`src/rtl/riscv_pkg.sv`:
```
// Shared RV32 decode constants and the ID/EX pipeline record used by the decode stage.
package riscv_pkg;

  localparam logic [6:0] OP_LOAD   = 7'b0000011;
  localparam logic [6:0] OP_STORE  = 7'b0100011;
  localparam logic [6:0] OP_RTYPE  = 7'b0110011;
  localparam logic [6:0] OP_ITYPE  = 7'b0010011;
  localparam logic [6:0] OP_BRANCH = 7'b1100011;
  localparam logic [6:0] OP_JAL    = 7'b1101111;

  localparam logic [2:0] ALU_ADD = 3'b000;
  localparam logic [2:0] ALU_SUB = 3'b001;
  localparam logic [2:0] ALU_AND = 3'b010;
  localparam logic [2:0] ALU_OR  = 3'b011;
  localparam logic [2:0] ALU_XOR = 3'b100;
  localparam logic [2:0] ALU_SLT = 3'b101;
  localparam logic [2:0] ALU_SLL = 3'b110;
  localparam logic [2:0] ALU_SRL = 3'b111;

  localparam logic [1:0] IMM_I = 2'b00;
  localparam logic [1:0] IMM_S = 2'b01;
  localparam logic [1:0] IMM_B = 2'b10;
  localparam logic [1:0] IMM_J = 2'b11;

  localparam logic [1:0] RES_ALU = 2'b00;
  localparam logic [1:0] RES_MEM = 2'b01;
  localparam logic [1:0] RES_PC4 = 2'b10;

  localparam logic [1:0] ALUOP_ADD  = 2'b00;
  localparam logic [1:0] ALUOP_SUB  = 2'b01;
  localparam logic [1:0] ALUOP_FUNC = 2'b10;

  typedef struct packed {
    logic        reg_write;
    logic [1:0]  result_src;
    logic        mem_write;
    logic        jump;
    logic        branch;
    logic [2:0]  alu_control;
    logic        alu_src;
    logic [31:0] rd1;
    logic [31:0] rd2;
    logic [31:0] imm_ext;
    logic [31:0] pc;
    logic [31:0] pc_plus4;
    logic [4:0]  rs1;
    logic [4:0]  rs2;
    logic [4:0]  rd;
    logic [2:0]  funct3;
  } idex_t;

endpackage

```
`src/rtl/register_file.sv`:
```
// 32x32 register file: x0 hard-wired to zero, write-through bypass on both read ports.
module register_file
  import riscv_pkg::*;
(
  input  logic        clk,
  input  logic        rst,
  input  logic [4:0]  A1,
  input  logic [4:0]  A2,
  input  logic [4:0]  A3,
  input  logic [31:0] WD3,
  input  logic        WE3,
  output logic [31:0] RD1,
  output logic [31:0] RD2
);

  logic [31:0][31:0] regs_q;
  logic [31:0][31:0] regs_d;
  logic              wr_en;

  assign wr_en = WE3 && (A3 != 5'd0);

  always_comb begin
    regs_d = regs_q;
    if (wr_en) regs_d[A3] = WD3;
  end

  // Reset has priority, so a writeback in the same cycle as rst is dropped.
  always_ff @(posedge clk or posedge rst) begin
    if (rst) regs_q <= '0;
    else     regs_q <= regs_d;
  end

  assign RD1 = (A1 == 5'd0)              ? 32'd0 :
               (wr_en && (A3 == A1))     ? WD3   : regs_q[A1];
  assign RD2 = (A2 == 5'd0)              ? 32'd0 :
               (wr_en && (A3 == A2))     ? WD3   : regs_q[A2];

endmodule

```
`src/rtl/decode_cycle.sv`:
```
// RV32 decode stage: main/ALU decoder, immediate extension, register read and ID/EX register.
module decode_cycle
  import riscv_pkg::*;
(
  input  logic        clk,
  input  logic        rst,
  input  logic [31:0] InstrD,
  input  logic [31:0] PCD,
  input  logic [31:0] PCPlus4D,
  input  logic        RegWriteW,
  input  logic [4:0]  RdW,
  input  logic [31:0] ResultW,
  input  logic        FlushE,
  output logic        RegWriteE,
  output logic [1:0]  ResultSrcE,
  output logic        MemWriteE,
  output logic        JumpE,
  output logic        BranchE,
  output logic [2:0]  ALUControlE,
  output logic        ALUSrcE,
  output logic [31:0] RD1E,
  output logic [31:0] RD2E,
  output logic [31:0] ImmExtE,
  output logic [31:0] PCE,
  output logic [31:0] PCPlus4E,
  output logic [4:0]  Rs1E,
  output logic [4:0]  Rs2E,
  output logic [4:0]  RdE,
  output logic [2:0]  Funct3E
);

  logic [6:0]  opcode;
  logic [2:0]  funct3;
  logic        funct7b5;
  logic [4:0]  rs1, rs2, rd;
  logic        reg_write, alu_src, mem_write, branch, jump;
  logic [1:0]  imm_src, result_src, alu_op;
  logic [2:0]  alu_control;
  logic [31:0] imm_ext, rd1, rd2;
  idex_t       idex_d, idex_q;

  assign opcode   = InstrD[6:0];
  assign rd       = InstrD[11:7];
  assign funct3   = InstrD[14:12];
  assign rs1      = InstrD[19:15];
  assign rs2      = InstrD[24:20];
  assign funct7b5 = InstrD[30];

  // Unlisted opcodes fall through with every control bit low, i.e. a bubble.
  always_comb begin
    reg_write  = 1'b0;
    imm_src    = IMM_I;
    alu_src    = 1'b0;
    mem_write  = 1'b0;
    result_src = RES_ALU;
    branch     = 1'b0;
    alu_op     = ALUOP_ADD;
    jump       = 1'b0;
    case (opcode)
      OP_LOAD:   begin reg_write = 1'b1; alu_src = 1'b1; result_src = RES_MEM; end
      OP_STORE:  begin imm_src = IMM_S; alu_src = 1'b1; mem_write = 1'b1; end
      OP_RTYPE:  begin reg_write = 1'b1; alu_op = ALUOP_FUNC; end
      OP_ITYPE:  begin reg_write = 1'b1; alu_src = 1'b1; alu_op = ALUOP_FUNC; end
      OP_BRANCH: begin imm_src = IMM_B; branch = 1'b1; alu_op = ALUOP_SUB; end
      OP_JAL:    begin reg_write = 1'b1; imm_src = IMM_J; result_src = RES_PC4; jump = 1'b1; end
      default:   ;
    endcase
  end

  always_comb begin
    alu_control = ALU_ADD;
    case (alu_op)
      ALUOP_ADD: alu_control = ALU_ADD;
      ALUOP_SUB: alu_control = ALU_SUB;
      default: begin
        case (funct3)
          3'b000:  alu_control = (opcode[5] && funct7b5) ? ALU_SUB : ALU_ADD;
          3'b001:  alu_control = ALU_SLL;
          3'b010:  alu_control = ALU_SLT;
          3'b100:  alu_control = ALU_XOR;
          3'b101:  alu_control = ALU_SRL;
          3'b110:  alu_control = ALU_OR;
          3'b111:  alu_control = ALU_AND;
          default: alu_control = ALU_ADD;
        endcase
      end
    endcase
  end

  always_comb begin
    imm_ext = '0;
    case (imm_src)
      IMM_I: imm_ext = {{20{InstrD[31]}}, InstrD[31:20]};
      IMM_S: imm_ext = {{20{InstrD[31]}}, InstrD[31:25], InstrD[11:7]};
      IMM_B: imm_ext = {{20{InstrD[31]}}, InstrD[7], InstrD[30:25], InstrD[11:8], 1'b0};
      IMM_J: imm_ext = {{12{InstrD[31]}}, InstrD[19:12], InstrD[20], InstrD[30:21], 1'b0};
      default: imm_ext = '0;
    endcase
  end

  register_file u_register_file (
    .clk (clk),
    .rst (rst),
    .A1  (rs1),
    .A2  (rs2),
    .A3  (RdW),
    .WD3 (ResultW),
    .WE3 (RegWriteW),
    .RD1 (rd1),
    .RD2 (rd2)
  );

  always_comb begin
    idex_d = '0;
    if (!FlushE) begin
      idex_d.reg_write   = reg_write;
      idex_d.result_src  = result_src;
      idex_d.mem_write   = mem_write;
      idex_d.jump        = jump;
      idex_d.branch      = branch;
      idex_d.alu_control = alu_control;
      idex_d.alu_src     = alu_src;
      idex_d.rd1         = rd1;
      idex_d.rd2         = rd2;
      idex_d.imm_ext     = imm_ext;
      idex_d.pc          = PCD;
      idex_d.pc_plus4    = PCPlus4D;
      idex_d.rs1         = rs1;
      idex_d.rs2         = rs2;
      idex_d.rd          = rd;
      idex_d.funct3      = funct3;
    end
  end

  always_ff @(posedge clk or posedge rst) begin
    if (rst) idex_q <= '0;
    else     idex_q <= idex_d;
  end

  assign RegWriteE   = idex_q.reg_write;
  assign ResultSrcE  = idex_q.result_src;
  assign MemWriteE   = idex_q.mem_write;
  assign JumpE       = idex_q.jump;
  assign BranchE     = idex_q.branch;
  assign ALUControlE = idex_q.alu_control;
  assign ALUSrcE     = idex_q.alu_src;
  assign RD1E        = idex_q.rd1;
  assign RD2E        = idex_q.rd2;
  assign ImmExtE     = idex_q.imm_ext;
  assign PCE         = idex_q.pc;
  assign PCPlus4E    = idex_q.pc_plus4;
  assign Rs1E        = idex_q.rs1;
  assign Rs2E        = idex_q.rs2;
  assign RdE         = idex_q.rd;
  assign Funct3E     = idex_q.funct3;

endmodule

```
`config.mk`:
```
export PLATFORM = sky130hd
export DESIGN_NAME = decode_cycle
export DESIGN_NICKNAME = d
export VERILOG_FILES = /design/src/rtl/riscv_pkg.sv /design/src/rtl/register_file.sv /design/src/rtl/decode_cycle.sv
export SDC_FILE = /design/constraint.sdc
export NUM_CORES = 2
export LEC_CHECK = 0
export BUFFER_PORTS_ARGS = -buffer_cell sky130_fd_sc_hd__buf_2
export CORE_MARGIN = 10
export CORE_UTILIZATION = 25
export CTS_BUF_LIST = sky130_fd_sc_hd__clkbuf_8 sky130_fd_sc_hd__clkbuf_16
export DETAILED_ROUTE_END_ITERATION = 16
export MAX_ROUTING_LAYER = met4
export PLACE_DENSITY = 0.35
export SETUP_SLACK_MARGIN = 0.5
export SLEW_MARGIN = 20
export SYNTH_ARGS = -nofsm -noshare
export SYNTH_HDL_FRONTEND = slang
export SYNTH_SLANG_ARGS = --single-unit
export TNS_END_PERCENT = 20
```
`constraint.sdc`:
```
create_clock -name clk -period 75.8 [get_ports clk]
set_input_delay 15.16 -clock clk [delete_from_list [all_inputs] [get_ports clk]]
set_output_delay 15.16 -clock clk [all_outputs]
set_load 0.02 [all_outputs]
```
==> metrics.txt <==
post-synthesis xor/xnor area fraction=0.172%; initial antenna violation count=26; post-cts sizing count=0; Post-synth top cells=dfrtp_1, mux2_2, mux4_2; Die Height=512 µm; Clock transition at path regs=0.05 ns; Worst Hold Class=flip-flop to flip-flop; Yosys warnings=0; Post-synth EDFFs=0; Static Leak=31.2 nW; die area=262000 µm²; reg2reg end=RD1E[28]$_DFF_PP0_; cell taking the most area after synthesis=dfrtp_1; Die W=512 µm; combinational family with the most area after synthesis=multiplexers; total I/O pin count=325; r2r startpoint=u_register_file.regs_q[764]$_DFFE_PP0P_; Post-Syn Instances=4222; H-Tree Depth=4; # setup viols final=0; Synth Area in Compound Gates=5.58%; FF+latch count, synth=1200; Max VDD drop=0.0000157 V; HPWL Detailed=140000 µm; part of the cycle the worst path needs=26.0%; Slew HR=21.5%; number of global-route vias before repair=41800; Synth Area in Adders=0%; critical path type=input port to async pin; critical path launch point type=input port; Std-Cell Rows=180; first-pass GRT wire length=358000 µm; Worst-Skew Late Latency=0.82 ns; PwrDens=27.4 nW/µm²; Nets=4490; Final Hold Viols=0; Worst Tran Pin Value=1.17 ns; Worst Hold Launch=u_register_file.regs_q[12]$_DFFE_PP0P_; Routed WL=257000 µm; Avg Cell Area, Syn=14.3 µm²; Final ANT Viol Nets=0; RD Place Congestion=0.715; Reg2Reg Depth=4; status=complete, no violations; post-DR vias/cell=5.17; Root Buffer=clkbuf_16; Setup TNS=0 ns; Mapped Nets=4359; maximum fanout along the worst path=102; hold_ws=0.396 ns; CTS tree=yes; hold_buf cts=0; total number of vias=39600; Core Region=241000 µm²; Arr. time, crit path=20.52 ns; sequential area share after synthesis=49.6%; Max clock buf depth=3; Synth-to-Final Area Change=16.8%; synthesized area=60500 µm²; Synth Area in Simple Gates=3.27%; Critical path origin=rst; starting density of the core=25.1%; Req. time, crit path=76.61 ns; buffer count from post-CTS setup fixing=0; Worst Setup EP=u_register_file.regs_q[173]$_DFFE_PP0P_; DR iter-0 viols=2546; share of cells above drive strength 1=47.1%; critical path capture point type=async pin; share of the synthesized area in the top cell type=49.6%; largest net degree at the start of global routing=157; count leader, synth=dfrtp_1; # port buffers=324; GRT Total Usage=19.7%; GR Overflow Total=0; Yosys cell types=50; cts bufs inserted=156; unrepaired setup endpoints after global routing=no; Slew Limit Fails=0; Residual DRC=0; drt wl/cell=33.6 µm; clock skew=0.0241 ns; Tmin final=19.70 ns; post-synthesis mux area share=37.9%; clk sinks=1200; number of max-cap violations=0; Post-synth top flop=dfrtp_1; asr flop ratio synth=100%; fmax=50.8 MHz; DRT Pass-1 Iters=5; ranking of synthesized cells by area=dfrtp_1, mux2_2, mux4_2; R2R Setup Slk=73.92 ns
[how the worst min path moves through the flow]
stage | slack (ns) | end | cells after the start
6_report | 0.40 | u_register_file.regs_q[12]$_DFFE_PP0P_ | 0
5_1_grt | 0.41 | u_register_file.regs_q[29]$_DFFE_PP0P_ | 0
4_1_cts | 0.40 | u_register_file.regs_q[29]$_DFFE_PP0P_ | 0
3_5_place_dp | 0.39 | u_register_file.regs_q[29]$_DFFE_PP0P_ | 0
3_3_place_gp | 0.38 | u_register_file.regs_q[31]$_DFFE_PP0P_ | 0
2_1_floorplan | 0.45 | u_register_file.regs_q[0]$_DFFE_PP0P_ | 1
[sequential cells by signal (all words and copies together) (netlist names), 3 cells and up]
register	flops
Rs1E	5
ALUControlE	3
ImmExtE	21
PCE	32
PCPlus4E	32
Funct3E	3
RdE	5
RD2E	32
RD1E	32
u_register_file.regs_q	1024
Rs2E	5
[report_power, final]
part / internal (mW) / leakage [nW] / total, mW / switching, mW
registers: 0.751 / 15.5 / 0.832 / 0.0810
clock network: 0.455 / 2.74 / 0.766 / 0.312
logic: 0.187 / 13.0 / 0.340 / 0.152
total: 1.39 / 31.2 / 1.94 / 0.545
[cell usage in the layout, fill, tap and decap left out, drive strengths merged, types with 2 or more instances in the layout]
cell / n
o21ai: 41
mux2i: 307
nand2b: 3
o211ai: 2
or3: 2
mux4: 384
a21oi: 110
clkbuf: 201
o21a: 2
clkinv: 22
xnor2: 10
a31oi: 2
dfrtp: 1200
mux2: 996
nor4: 2
nor3: 48
a211oi: 20
buf: 434
o22ai: 50
nand2: 91
nor2b: 107
nand4: 4
and3b: 3
a221oi: 96
nand3b: 7
a32o: 20
diode: 10
or2: 3
a2111o: 32
nor3b: 7
o21bai: 2
a22oi: 83
bufinv: 10
nor2: 73
nand3: 36
inv: 53
[critical path, cell delays in order]
cell,delay (ns)
buf_2,0.13
inv_8,0.51
buf_4,0.76
buf_4,0.70
buf_4,0.75
buf_4,0.67
buf_4,0.78
buf_4,0.83
[metrics by stage]
stage                     setup WS [ns]  std cells  cell area [µm²]  power [mW]  utilization (%)
after floorplan                   26.83       4222            60500        1.08                -
after global placement            54.91       7377            65300        1.18             27.1
final                             56.10       7667            70700        1.94             29.4
after global routing              55.28       7667            70700        2.03             29.4
after detailed placement          54.89       7380            65400        1.19             27.2
after CTS                         55.79       7657            70600        1.97             29.3
[layer usage]
metal | part of all wire [%] | vias up | global-route usage, %
met5 | 0 | - | -
met4 | 3.1 | 0 | 5.51
met3 | 4.2 | 344 | 3.06
met2 | 48 | 1014 | 31.7
met1 | 45 | 21900 | 25.7
li1 | - | 16400 | -
[kinds of logic (layout without fill, tap and decap cells)]
logic type | count (synthesis) | in the layout
mux | 1687 | 1687
flops | 1200 | 1200
buf+inv | 470 | 720
compound gates | 463 | 463
simple gates | 391 | 391
xor+xnor | 11 | 11
other cells | 0 | 10
[final cells by class]
cell class                 instances  area, µm²
tap                             3185       3990
multi-input combinational       2552      28700
sequential                      1200      30000
timing repair buffer             435       2630
inverter                           8       37.5
clock inverter                    77        707
fill                           24200     170000
clock buffer                     200       4540
antenna                           10       25.0
Note: power is estimated with default switching activity, not from simulation.
